--- src/rtl/fwd_pkg.sv ---
// Shared constants, state encoding and width helper for the forwarding/hazard unit.
package fwd_pkg;

  localparam int SEL_RF = 0;

  typedef enum logic {
    IDLE  = 1'b0,
    STALL = 1'b1
  } state_e;

  function automatic int clog2(input int value);
    int result;
    result = 0;
    for (int i = 0; i < 31; i++) begin
      if ((1 << i) < value) result = i + 1;
    end
    return result;
  endfunction

endpackage

--- src/rtl/fwd_src_match.sv ---
// Priority bypass-source match for one ID/EX operand against the forwarding stages.
module fwd_src_match
  import fwd_pkg::*;
#(
  parameter int REG_AW   = 4,
  parameter int NSTG     = 2,
  parameter int ZERO_REG = 0,
  parameter int SELW     = 2
) (
  input  logic                   forward_en_in,
  input  logic [REG_AW-1:0]      src_in,
  input  logic                   src_valid_in,
  input  logic [NSTG-1:0]        stg_wb_en_in,
  input  logic [NSTG*REG_AW-1:0] stg_dest_in,
  output logic [SELW-1:0]        sel_out,
  output logic                   any_match_out
);

  logic [NSTG-1:0] hit;
  logic            zero_src;

  assign zero_src = (ZERO_REG != 0) && (src_in == '0);

  for (genvar s = 0; s < NSTG; s++) begin : g_stg
    assign hit[s] = src_valid_in & stg_wb_en_in[s] & ~zero_src &
                    (stg_dest_in[s*REG_AW +: REG_AW] == src_in);
  end

  assign any_match_out = |hit;

  // Walk oldest to youngest so the youngest matching stage overwrites the select.
  always_comb begin
    sel_out = SELW'(SEL_RF);
    if (forward_en_in) begin
      for (int s = NSTG - 1; s >= 0; s--) begin
        if (hit[s]) sel_out = SELW'(s + 1);
      end
    end
  end

endmodule

--- src/rtl/fwd_hazard_unit.sv ---
// Operand forwarding select plus load-use / RAW stall control with stall statistics.
// state | meaning
// IDLE  | no stall in flight; stall decided combinationally from current inputs
// STALL | load-use stall in progress, down-counter holds remaining cycles
module fwd_hazard_unit
  import fwd_pkg::*;
#(
  parameter int REG_AW   = 4,
  parameter int NSRC     = 2,
  parameter int NSTG     = 2,
  parameter int LOAD_LAT = 1,
  parameter int ZERO_REG = 0,
  parameter int CNT_W    = 16
) (
  input  logic                             clk_in,
  input  logic                             rst_n_in,
  input  logic                             forward_en_in,
  input  logic [NSRC*REG_AW-1:0]           src_in,
  input  logic [NSRC-1:0]                  src_valid_in,
  input  logic                             id_valid_in,
  input  logic                             ex_wb_en_in,
  input  logic                             ex_mem_read_in,
  input  logic [REG_AW-1:0]                ex_dest_in,
  input  logic [NSTG-1:0]                  stg_wb_en_in,
  input  logic [NSTG*REG_AW-1:0]           stg_dest_in,
  input  logic                             flush_in,
  input  logic                             clear_stats_in,
  output logic [NSRC*clog2(NSTG+1)-1:0]    sel_src_out,
  output logic                             stall_out,
  output logic [CNT_W-1:0]                 stall_cycles_out
);

  localparam int SELW = clog2(NSTG + 1);
  localparam int CW   = clog2(LOAD_LAT + 1);

  localparam logic [CW-1:0]    CNT_START = CW'(LOAD_LAT - 1);
  localparam logic [CW-1:0]    CNT_ONE   = CW'(1);
  localparam logic [CNT_W-1:0] STATS_ONE = CNT_W'(1);

  state_e            state_q, state_d;
  logic [CW-1:0]     cnt_q, cnt_d;
  logic [CNT_W-1:0]  stats_q, stats_d;
  logic [NSRC-1:0]   stg_hit;
  logic [NSRC-1:0]   ex_hit;
  logic              lu_haz;
  logic              raw_haz;
  logic              stall;

  for (genvar i = 0; i < NSRC; i++) begin : g_src
    logic [REG_AW-1:0] src_a;
    logic              zero_src;

    assign src_a    = src_in[i*REG_AW +: REG_AW];
    assign zero_src = (ZERO_REG != 0) && (src_a == '0);

    fwd_src_match #(
      .REG_AW   (REG_AW),
      .NSTG     (NSTG),
      .ZERO_REG (ZERO_REG),
      .SELW     (SELW)
    ) u_match (
      .forward_en_in (forward_en_in),
      .src_in        (src_a),
      .src_valid_in  (src_valid_in[i]),
      .stg_wb_en_in  (stg_wb_en_in),
      .stg_dest_in   (stg_dest_in),
      .sel_out       (sel_src_out[i*SELW +: SELW]),
      .any_match_out (stg_hit[i])
    );

    assign ex_hit[i] = src_valid_in[i] & ex_wb_en_in & ~zero_src & (ex_dest_in == src_a);
  end

  assign lu_haz  = id_valid_in & forward_en_in & ex_mem_read_in & (|ex_hit);
  assign raw_haz = id_valid_in & ~forward_en_in & ((|ex_hit) | (|stg_hit));

  // Once in STALL the pipeline inputs are ignored until the counter expires.
  always_comb begin
    state_d = state_q;
    cnt_d   = cnt_q;
    stall   = 1'b0;
    case (state_q)
      IDLE: begin
        if (forward_en_in) begin
          stall = lu_haz;
          if (lu_haz && (LOAD_LAT > 1)) begin
            state_d = STALL;
            cnt_d   = CNT_START;
          end
        end else begin
          stall = raw_haz;
        end
      end
      STALL: begin
        stall = 1'b1;
        cnt_d = cnt_q - CNT_ONE;
        if (cnt_q == CNT_ONE) state_d = IDLE;
      end
      default: state_d = IDLE;
    endcase
    if (flush_in) begin
      stall   = 1'b0;
      state_d = IDLE;
      cnt_d   = '0;
    end
  end

  always_comb begin
    stats_d = stats_q;
    if (clear_stats_in) begin
      stats_d = '0;
    end else if (stall && (stats_q != '1)) begin
      stats_d = stats_q + STATS_ONE;
    end
  end

  always_ff @(posedge clk_in or negedge rst_n_in) begin
    if (!rst_n_in) begin
      state_q <= IDLE;
      cnt_q   <= '0;
      stats_q <= '0;
    end else begin
      state_q <= state_d;
      cnt_q   <= cnt_d;
      stats_q <= stats_d;
    end
  end

  assign stall_out        = stall;
  assign stall_cycles_out = stats_q;

endmodule

--- config.mk ---
export PLATFORM = sky130hd
export DESIGN_NAME = fwd_hazard_unit
export DESIGN_NICKNAME = d
export VERILOG_FILES = /design/src/rtl/fwd_pkg.sv /design/src/rtl/fwd_src_match.sv /design/src/rtl/fwd_hazard_unit.sv
export SDC_FILE = /design/constraint.sdc
export NUM_CORES = 1
export LEC_CHECK = 0
export CAP_MARGIN = 20
export CORE_MARGIN = 3
export CORE_UTILIZATION = 35
export CTS_BUF_LIST = sky130_fd_sc_hd__clkbuf_2
export DETAILED_ROUTE_END_ITERATION = 8
export PLACE_DENSITY = 0.63
export SYNTH_ARGS = -nofsm -noshare
export SYNTH_HDL_FRONTEND = slang
export SYNTH_SLANG_ARGS = --single-unit
--- constraint.sdc ---
create_clock -name clk_in -period 2.75 [get_ports clk_in]
set_clock_uncertainty 0.05 [all_clocks]
set_input_delay 0.55 -clock clk_in [delete_from_list [all_inputs] [get_ports clk_in]]
set_output_delay 0.55 -clock clk_in [all_outputs]
set_load 0.005 [all_outputs]
==> impl_metrics.yaml <==
status:
  status: "complete, no violations"
cts:
  clock-root-buffer: "clkbuf_2"
  clk_path_buf_depth: 2
  cts_max_level: 1
  cts_tree: "yes"
  clkLatencyLatePin_ns: 0.30
  ctsHoldBuffers: 0
  cts.clk_slew.worst_paths_ns: 0.15
  clock_sinks: 18
  cts_made_buffers: 3
setup_path:
  critical-path-slowest-cell: "clkdlybuf4s50_1"
  cp-end-kind: "flop"
  path_cells: "clkdlybuf4s50_1, a222oi_1, nor4b_4, buf_4, o41ai_4, buf_4, o2bb2ai_4, buf_6, or3_1, a21oi_1"
  path_class: "input port to flop"
  worstPathRequired_ns: 2.92
  critPathMaxFanout: 9
  critPathLaunchType: "input port"
  cp_slowest_stage_delay_ns: 0.47
  cp_common_cell: "buf_4"
  path_buf_inv: 4
  critical_path_arrival_ns: 2.82
  path_delay_family: "buffers and inverters"
floorplan:
  initial_utilization: 0.382
  placementRows: 21
  die_area_mm2: 0.00462
  fp.dieW_um: 68.0
  coreArea_mm2: 0.00352
  chipHeight_um: 68.0
  ios: 53
synthesis:
  syn-instance-count: 151
  synth_cell_types: 38
  yosys_warnings: 0
  synthMostInstantiatedCell: "dfrtp_1"
  synth_seq_area_share: 0.335
  async_reset_ff_frac: 1.00
  synth_edf_count: 0
  ys_top_cells_by_area: "dfrtp_1 34%, xor2_1 9.1%, a21oi_1 4.5%"
  syn_area_per_cell_um2: 8.90
  synth_top_area_share: 0.335
  synth_common_cells: "18 x dfrtp_1, 14 x xor2_1, 12 x a21oi_1, 12 x nor2_1"
  synth-seq-cells: 18
  synth_area_mm2: 0.00134
  ys.flop_type: "dfrtp_1"
  syn_nets: 184
  synth_top_area_cell: "dfrtp_1"
route:
  via_per_inst: 5.28
  route.detailed.drc: 0
  vias: 1457
  drtPass1Iterations: 4
  routed_wl_um: 4050
  antenna_left: 0
  dr.first_iter.drc_count: 112
  wire_per_inst_um: 14.7
place:
  dpl.cell_count: 268
  port_buffers: 52
  place_area_mm2: 0.00207
  dp.final_hpwl_um: 3220
  place.gp.congestion: 0.976
sta:
  final.period_utilization: 0.964
  drv_slew: 0
  finalSetupViolCount: 0
  grt_setup_unrepaired: "false"
  tightest_slew_ns: 0.832
  min_period_ns: 2.65
  hold_violations: 0
  max_clock_freq_mhz: 377
  slew_headroom: 0.443
  worst_hold_slack_ns: 0.416
grt:
  grt_pass1_vias: 1519
  overflow: 0
  grt_max_degree: 20
  grt_util_all_layers: 0.190
  antenna_found_initial: 0
  grt_first_pass_wirelength_um: 6620
layout:
  fin_cells: 276
  finalNetCount: 264
  area_growth_pct: 58.6
  design_area_mm2: 0.00213
  fillCellCount: 328
  antennaDiodeCount: 0
  drive_above_1_share: 0.178
power_and_ir_drop:
  ir_worst_vdd_uv: 167
  p_leak_nw: 0.913
  power.density_mw_per_mm2: 241
  finalPower_uw: 514
run:
  cap_violations: 0
min_path:
  holdCritPathClass: "flop to flop"
==> worst register-to-register path: stages (launching register included) <==
cell and delay, ns:
dfrtp_1 0.50, nand4_1 0.16, or2_1 0.33, nor2_1 0.27, nand2_1 0.19, o2bb2ai_4 0.26, buf_6 0.17, buf_4 0.11
mux2i_1 0.17, nor2_1 0.06
==> power by group <==
| group | internal [mW] | total (mW) | switching [mW] |
|---|---|---|---|
| registers | 0.265 | 0.266 | 0.000439 |
| clock network | 0.0316 | 0.112 | 0.0805 |
| logic | 0.0747 | 0.136 | 0.0618 |
==> area by class of cell <==
cell class / instances / area (um^2) / share of cell area
flip-flops and latches: 18 / 450 / 0.211
clock buffers: 3 / 15.0 / 0.00705
multi-input cells: 118 / 855 / 0.401
clock inverters: 1 / 3.75 / 0.00176
well taps: 46 / 57.6 / 0.0270
repair buffers: 79 / 708 / 0.332
inverters: 11 / 41.3 / 0.0194
==> flip-flops by register name (all words and copies together) (netlist names) <==
signal and cells:
stall_cycles_out 16, cnt_q 1, state_q 1
==> kinds of logic (layout without fill, tap and decap cells) <==
logic type                 Yosys count  after routing  synth area share
muxes                                4              4            0.0326
xor gates and xnor gates            20             20             0.130
DFF                                 18             18             0.335
and+or+nand+nor                     59             59             0.263
buffers and inverters               16             94            0.0559
adders and majority gates            1              1           0.00931
AOI/OAI and AO/OA                   33             34             0.174
==> per-layer routing <==
| layer | share of wire | vias to the layer above | track usage |
|---|---|---|---|
| met4 | 0.015 | 0 | 0.0422 |
| met2 | 0.52 | 54 | 0.356 |
| met1 | 0.41 | 687 | 0.221 |
| met3 | 0.051 | 6 | 0.0361 |
| met5 | 0 | - | 0 |
| li1 | - | 710 | - |
==> metrics by stage <==
stage          worst slack, ns   util  TNS [ns]
2_1_floorplan            0.567      -         0
3_3_place_gp            -0.333  0.587     -4.51
3_5_place_dp            -0.388  0.587     -6.00
4_1_cts                0.00355  0.603         0
5_1_grt                 0.0109  0.605         0
6_report                 0.100  0.605         0
==> final timing paths <==
kind	start	end	slack, ns	cells past startpoint
min in group asynchronous	rst_n_in	stall_cycles_out[10]	0.65	1
worst max-delay path	stg_dest_in[4]	stall_cycles_out[14]	0.10	10
worst min-delay path	cnt_q	state_q	0.42	1
max in group asynchronous	rst_n_in	state_q	1.47	1
worst min register to register	cnt_q	state_q	0.42	1
worst max register to register	stall_cycles_out[4]	stall_cycles_out[1]	0.37	9
==> cell usage in the layout (no fill, tap or decap), types with 2 or more instances in the layout <==
cell type / n
o21ai_1: 6
dlygate4sd2_1: 15
nand4_1: 5
buf_4: 26
dlymetal6s2s_1: 2
inv_1: 9
nor2b_1: 2
a21oi_1: 11
mux2_1: 3
o22ai_1: 2
xnor2_1: 6
or3_1: 6
o31ai_1: 5
nor4_2: 2
nor3b_1: 2
and2_1: 2
nand3_1: 5
xor2_1: 14
nor4_1: 4
clkbuf_2: 3
nand2_1: 9
nor2_1: 12
or4_1: 5
o211ai_1: 2
dfrtp_1: 18
clkdlybuf4s50_1: 33
inv_2: 2
==> repair_timing <==
action | CTS | global route
resized for setup | 24 | 3
buffers inserted | 3 | 0
pin swaps | 5 | 1
cloned | 1 | 0
setup endpoints to repair | 7 | 15
(Power assumes the default switching activity.)
